<file path="config.mk">
export PLATFORM = sky130hd
export DESIGN_NAME = flash_read_responder
export DESIGN_NICKNAME = d
export VERILOG_FILES = /design/src/rtl/flash_read_responder.sv
export SDC_FILE = /design/constraint.sdc
export NUM_CORES = 1
export LEC_CHECK = 0
export CAP_MARGIN = 20
export CORE_ASPECT_RATIO = 0.7
export CORE_MARGIN = 2
export CORE_UTILIZATION = 41
export DETAILED_ROUTE_END_ITERATION = 6
export GPL_TIMING_DRIVEN = 0
export PLACE_DENSITY = 0.79
export RECOVER_POWER = 100
export REMOVE_ABC_BUFFERS = 1
export SYNTH_ARGS = -nofsm -noshare
export SYNTH_HDL_FRONTEND = slang
export SYNTH_SLANG_ARGS = --single-unit
</file>
<file path="constraint.sdc">
create_clock -name CLK -period 2.3 [get_ports CLK]
set_input_delay 0.46 -clock CLK [delete_from_list [all_inputs] [get_ports CLK]]
set_output_delay 0.46 -clock CLK [all_outputs]
set_load 0.02 [all_outputs]
</file>
<file path="src/rtl/flash_read_responder.sv">
// Responder side of the flash read handshake: turns a CE/OE read strobe into one
// Avalon-MM pipelined read and returns the data via read_ready/data_valid/read_done.
module flash_read_responder #(
   parameter int ADDR_W  = 23,
   parameter int DATA_W  = 32,
   parameter int TIMEOUT = 255
) (
   input  logic              CLK,
   input  logic              reset,
   input  logic              CE,
   input  logic              OE,
   input  logic [ADDR_W-1:0] address,
   output logic              read_ready,
   output logic              data_valid,
   output logic              read_done,
   output logic [DATA_W-1:0] read_data,
   output logic              timeout_err,
   output logic [ADDR_W-1:0] avm_address,
   output logic              avm_read,
   input  logic              avm_waitrequest,
   input  logic [DATA_W-1:0] avm_readdata,
   input  logic              avm_readdatavalid
);

   localparam int               CNT_W    = $clog2(TIMEOUT + 1);
   localparam logic [CNT_W-1:0] CNT_LAST = CNT_W'(TIMEOUT - 1);

   typedef enum logic [2:0] {
      S_IDLE,
      S_ISSUE,
      S_WAIT_DATA,
      S_PRESENT,
      S_COMPLETE
   } state_t;

   state_t              r_state;
   logic                r_abort;
   logic [CNT_W-1:0]    r_count;
   logic [DATA_W-1:0]   r_read_data;
   logic                r_timeout_err;
   logic [ADDR_W-1:0]   r_avm_address;

   logic w_request;
   logic w_release;
   logic w_abort_now;
   logic w_timeout;

   assign w_request   = !CE && !OE;
   assign w_release   = CE || OE;
   // An abort seen on the same edge as the response still discards it.
   assign w_abort_now = r_abort || w_release;
   assign w_timeout   = (r_count == CNT_LAST);

   // Handshake flags are pure decodes of the state register, so they never glitch.
   assign avm_read    = (r_state == S_ISSUE);
   assign read_ready  = (r_state == S_WAIT_DATA) && !r_abort;
   assign data_valid  = (r_state == S_PRESENT);
   assign read_done   = (r_state == S_COMPLETE);
   assign read_data   = r_read_data;
   assign timeout_err = r_timeout_err;
   assign avm_address = r_avm_address;

   // NOTE: all state updates use non-blocking assignments so every register
   // samples the same pre-edge values regardless of statement order.
   always_ff @(posedge CLK) begin
      if (reset) begin
         r_state       <= S_IDLE;
         r_abort       <= 1'b0;
         r_count       <= '0;
         r_read_data   <= '0;
         r_timeout_err <= 1'b0;
         r_avm_address <= '0;
      end else begin
         case (r_state)
            S_IDLE: begin
               if (w_request) begin
                  r_avm_address <= address;
                  r_timeout_err <= 1'b0;
                  r_abort       <= 1'b0;
                  r_state       <= S_ISSUE;
               end
            end

            S_ISSUE: begin
               if (w_release) begin
                  r_abort <= 1'b1;
               end
               // The command must complete on the bus even if the requester aborted.
               if (!avm_waitrequest) begin
                  r_count <= '0;
                  r_state <= S_WAIT_DATA;
               end
            end

            S_WAIT_DATA: begin
               if (avm_readdatavalid) begin
                  if (w_abort_now) begin
                     r_state <= S_IDLE;
                  end else begin
                     r_read_data <= avm_readdata;
                     r_state     <= S_PRESENT;
                  end
               end else if (w_timeout) begin
                  r_timeout_err <= 1'b1;
                  if (w_abort_now) begin
                     r_state <= S_IDLE;
                  end else begin
                     r_read_data <= '1;
                     r_state     <= S_PRESENT;
                  end
               end else begin
                  r_count <= r_count + CNT_W'(1);
                  if (w_release) begin
                     r_abort <= 1'b1;
                  end
               end
            end

            S_PRESENT: begin
               if (CE) begin
                  r_state <= S_COMPLETE;
               end
            end

            S_COMPLETE: begin
               r_state <= S_IDLE;
            end

            default: begin
               r_state <= S_IDLE;
            end
         endcase
      end
   end

endmodule

</file>
==> Word level (Yosys, flattened, before mapping) <==
Index checks and enable logic that the tools add are counted.
{ "word_totals": {"reg_bits": 68, "output_inout_bits": 60, "input_bits": 61} }
{ "classes": {"n_bitwise": 1, "n_addsub": 1, "n_eq_ne": 12, "reduce_logical": 18, "n_mux": 23} }
{ "op_table": {"columns": ["operator", "count"], "rows": [
  ["2-to-1 mux 32 bit", 4],
  ["2-to-1 mux 8 bit", 3],
  ["one-hot mux 8 bit (2 select lines)", 1],
  ["AND reduction 4 bit", 4],
  ["2-to-1 mux 3 bit", 5],
  ["inequality test 2 bit, second input constant", 6],
  ["one-hot mux 3 bit (4 select lines)", 1],
  ["adder 8 x 1 -> 8 bit, second input constant", 1],
  ["== test 8 bit, second input constant", 1],
  ["== test 3 x 2 -> 1 bit, second input constant", 2],
  ["2-to-1 mux 1 bit", 6],
  ["nonzero test 2 bit", 3],
  ["== test 3 x 1 -> 1 bit, second input constant", 1],
  ["== test 3 bit, second input constant", 1],
  ["logical NOT 1 bit", 3],
  ["logical NOT 3 bit", 1],
  ["inequality test 3 bit, second input constant", 1],
  ["one-hot mux 1 bit (3 select lines)", 1],
  ["AND reduction 3 bit", 1],
  ["nonzero test 3 bit", 1],
  ["logical AND 1 bit", 2],
  ["logical OR 1 bit", 2],
  ["2-to-1 mux 2 bit", 1],
  ["one-hot mux 1 bit (2 select lines)", 1],
  ["other kinds (2)", 2]
]} }

==> Depth between registers and ports, before layout <==
{ "logic_depth": {"word_depth": 6, "ltp_mapped": 7, "ltp_nobuf": 6} }

==> Least setup slack after synthesis <==
Ideal clock, no wire load.
{ "synth_timing": {"path_type": "flip-flop to flip-flop", "from": "reg r_state[2]", "to": "reg r_read_data[10], in the netlist read_data[10]", "arrival_ps": 1519, "setup_ps": 119, "stages_incl_launch_ff": 7, "t_required_ps": 2181, "setup_slack_ps": 662, "path_cell_list": "dfxtp_1 -> buf_2 -> or3b_4 -> nor3_4 -> nand2_2 -> buf_2 -> o221a_1"} }
{ "synth_between": {"elab_chain_len": 2} }
{ "synth_lines": {"columns": ["item", "line_no", "text"], "rows": [
  ["start, declared", "36", "state_t r_state;"],
  ["start signal, assigned", "67", "r_state <= S_IDLE;"],
  ["start signal, assigned", "80", "r_state <= S_ISSUE;"],
  ["start signal, assigned", "91", "r_state <= S_WAIT_DATA;"],
  ["== test 3 x 2 -> 1 bit", "74", "case (r_state)"],
  ["AND reduction 3 bit (no line)", null, null],
  ["end signal, assigned", "100", "r_read_data <= avm_readdata;"],
  ["end, declared", "39", "logic [DATA_W-1:0] r_read_data;"]
]} }
Every way passes these cells.
A chain may end at the register's enable or synchronous reset.

==> Worst setup path in the final report <==
{ "layout_timing": {"from": "in CE", "to": "reg r_read_data[0], in the netlist read_data[0]"} }
{ "layout_between": {"elab_chain_len": 4} }
{ "layout_lines": {"columns": ["item", "line_no", "text"], "rows": [
  ["start, declared", "10", "input logic CE,"],
  ["logical OR 1 bit", "49", "assign w_release = CE || OE;"],
  ["logical OR 1 bit", "51", "assign w_abort_now = r_abort || w_release;"],
  ["NOT 1 bit (no line)", null, null],
  ["AND reduction 3 bit (no line)", null, null]
]} }
Every way passes these cells.

==> flow_summary.json <==
{
  "dieArea_sq_um": 7203,
  "wirelength_microns": 7349,
  "antenna_found_initial": 0,
  "synth_area_leaders": "dfxtp_1 (51%), o221a_1 (13%), nand2_1 (7.1%)",
  "synth_xor_area_share_pct": 0,
  "drive_gt1_share_pct": 7.888,
  "cts_buffers": 9,
  "worst_setup_path_start_kind": "input port",
  "clock_latency_ns": 0.34,
  "worst-endpoint-required_ns": 2.53,
  "post-route-period-util_pct": 93.89,
  "drt_iter0_markers": 146,
  "drtPass1Iterations": 5,
  "min_path_type": "reg -> reg",
  "cts_setup_buffers": 0,
  "grt_pass1_wl_microns": 11870,
  "num_rows": 24,
  "maxClockFrequency_mhz": 463.1,
  "hold_buffers": 0,
  "avgViaCountPerCell": 5.406,
  "rsz0062_at_grt": "no",
  "yosysMostFrequentCell": "dfxtp_1",
  "synth_compound_area_share_pct": 25.33,
  "synth.avg_cell_area_sq_um": 9.632,
  "area_growth_pct": 51.92,
  "synth_common_cells": "dfxtp_1 (68), nand2_1 (51), a21oi_1 (35)",
  "outcome": "complete, no violations",
  "synthAdderAreaFrac_pct": 0.9346,
  "placed_cells": 455,
  "worst_pin_slew_ns": 0.8667,
  "root_buffer": "clkbuf_8",
  "start_util_pct": 42.66,
  "finalSetupTns_ns": 0,
  "pre_cts_slack_ns": -0.6692,
  "vdd_drop_max_mv": 0.4514,
  "finalCriticalPeriod_ns": 2.159,
  "cap_violations": 0,
  "final_util_pct": 64.81,
  "syn-cell-area_sq_um": 2678,
  "yosysTopAreaCellShare_pct": 50.84,
  "synth_cells": 278,
  "final.setup_skew_ns": 0.006379,
  "cp_max_fo": 32,
  "final_hold_viol_count": 0,
  "wl_per_cell_microns": 15.60,
  "crit_type": "in -> reg",
  "setup_viol": 0,
  "coreArea_sq_um": 6276,
  "synth-seq-cells": 68,
  "dp_hpwl_microns": 5079,
  "yosys_warnings": 0,
  "via_count": 2546,
  "arrival_ns": 2.39,
  "grt_max_degree": 35,
  "synth_top_family_by_area": "compound AO/OA/AOI/OAI gates",
  "synth_edf_count": 0,
  "synthMuxAreaShare_pct": 0.3738,
  "htreeDepth": 3,
  "die_w_microns": 100.6,
  "end_kind": "register",
  "ys_seq_area_share_pct": 50.84,
  "netlist-cell-type-count": 42,
  "instances_no_fill": 471,
  "drcViolationCount": 0,
  "portBuffers": 120,
  "slew_headroom_pct": 42.22,
  "synth_simple_gate_area_share_pct": 17.57,
  "antennaDiodeCount": 0,
  "fin_nets": 451,
  "gp_congestion": 0.8059,
  "grt_use_total_pct": 21.03,
  "power_leakage_nw": 1.574,
  "clk_pin_slew_ns": 0.08,
  "cellPowerDensity_nw_per_um2": 658.6,
  "num_io_pins": 121,
  "detail-route-antenna-nets": 0,
  "ys.flop_type": "dfxtp_1",
  "clk_path_buf_depth": 2,
  "cts_tree": "built",
  "synth-async-reset-ratio_pct": 0,
  "grt_overflow": 0,
  "setup_ws_ns": 0.1406,
  "grt_pass1_vias": 2440,
  "yosys.area.top_type": "dfxtp_1",
  "drv_slew": 0,
  "cts_sinks": 68,
  "fp.dieH_microns": 71.61
}
[cell usage in the layout, fill, tap and decap left out, types with 2 or more instances in the layout]
cell,instances
clkbuf_8,9
ha_1,2
nor2_1,7
or2_2,2
nand4_1,2
nand2b_1,2
a31oi_1,4
dfxtp_2,3
nor3b_1,3
o221a_1,30
nor3_1,6
nand3_1,10
nand2_1,51
inv_1,4
dfxtp_1,65
and2_1,2
clkinv_2,2
clkinvlp_4,2
a21oi_1,35
o211ai_1,2
clkdlybuf4s50_1,61
dlygate4sd3_1,57
clkbuf_1,2
o221a_2,3
[sequential cells by signal, summed over array words and instances, names as in the netlist]
register and cells:
r_state 3, r_count 8, avm_address 23, read_data 32, r_abort 1, timeout_err 1
[logic make-up after synthesis]
kind of cell | after synthesis
simple gates | 96
compound gates | 84
flops | 68
buf+inv | 27
fa+ha+maj | 2
mux | 1
[path summary, 6_finish.rpt]
kind | cells past startpoint | from | endpoint | slack [ns]
worst max-delay path | 5 | CE | read_data[0] | 0.14
worst min-delay path | 2 | avm_address[2] | avm_address[2] | 0.45
worst max register to register | 4 | r_state[1] | read_data[0] | 0.17
worst min register to register | 2 | avm_address[2] | avm_address[2] | 0.45
[area by class of cell]
cell class                 count  area (sq um)
clock buffer                  10         127.6
clock inverter                 6         63.81
fill                         477          2208
inverter                       5         18.77
multi-input combinational    183          1174
sequential                    68          1365
tap                           78         97.59
timing repair buffer         121          1221
[metrics by stage]
step                      power [mW]  cell area, sq um  hold WS (ns)
after detailed placement       1.769              3890        0.4482
after CTS                      2.731              4086        0.4569
after global routing           2.797              4068        0.4784
final                          2.679              4068        0.4529
after floorplan                1.504              2564        0.4765
after global placement         1.753              3862        0.4410
[per-layer routing]
metal,global-route usage (%),routed length [microns]
met5,0,0
met4,5.023,30
met3,13.27,833
met2,30.81,3319
met1,26.13,3165
[worst max-delay path: stages]
cell and delay [ns]:
clkdlybuf4s50_1 0.49, or2_2 0.36, nor3_2 0.24, nand2_2 0.42, o221a_2 0.39
[timing repair]
item | 4_1_cts | 5_1_grt
gates resized for setup | 5 | 2
endpoints found under the setup margin | 37 | 2
endpoints found under the hold margin | 0 | 0
[power breakdown]
part	switching [mW]	internal, mW	leakage, nW
Combinational	0.220	0.223	0.929
Sequential	0.0475	1.23	0.552
Clock	0.457	0.501	0.0927
Total	0.724	1.95	1.57
No activity file was read; power rests on OpenSTA's default activity.
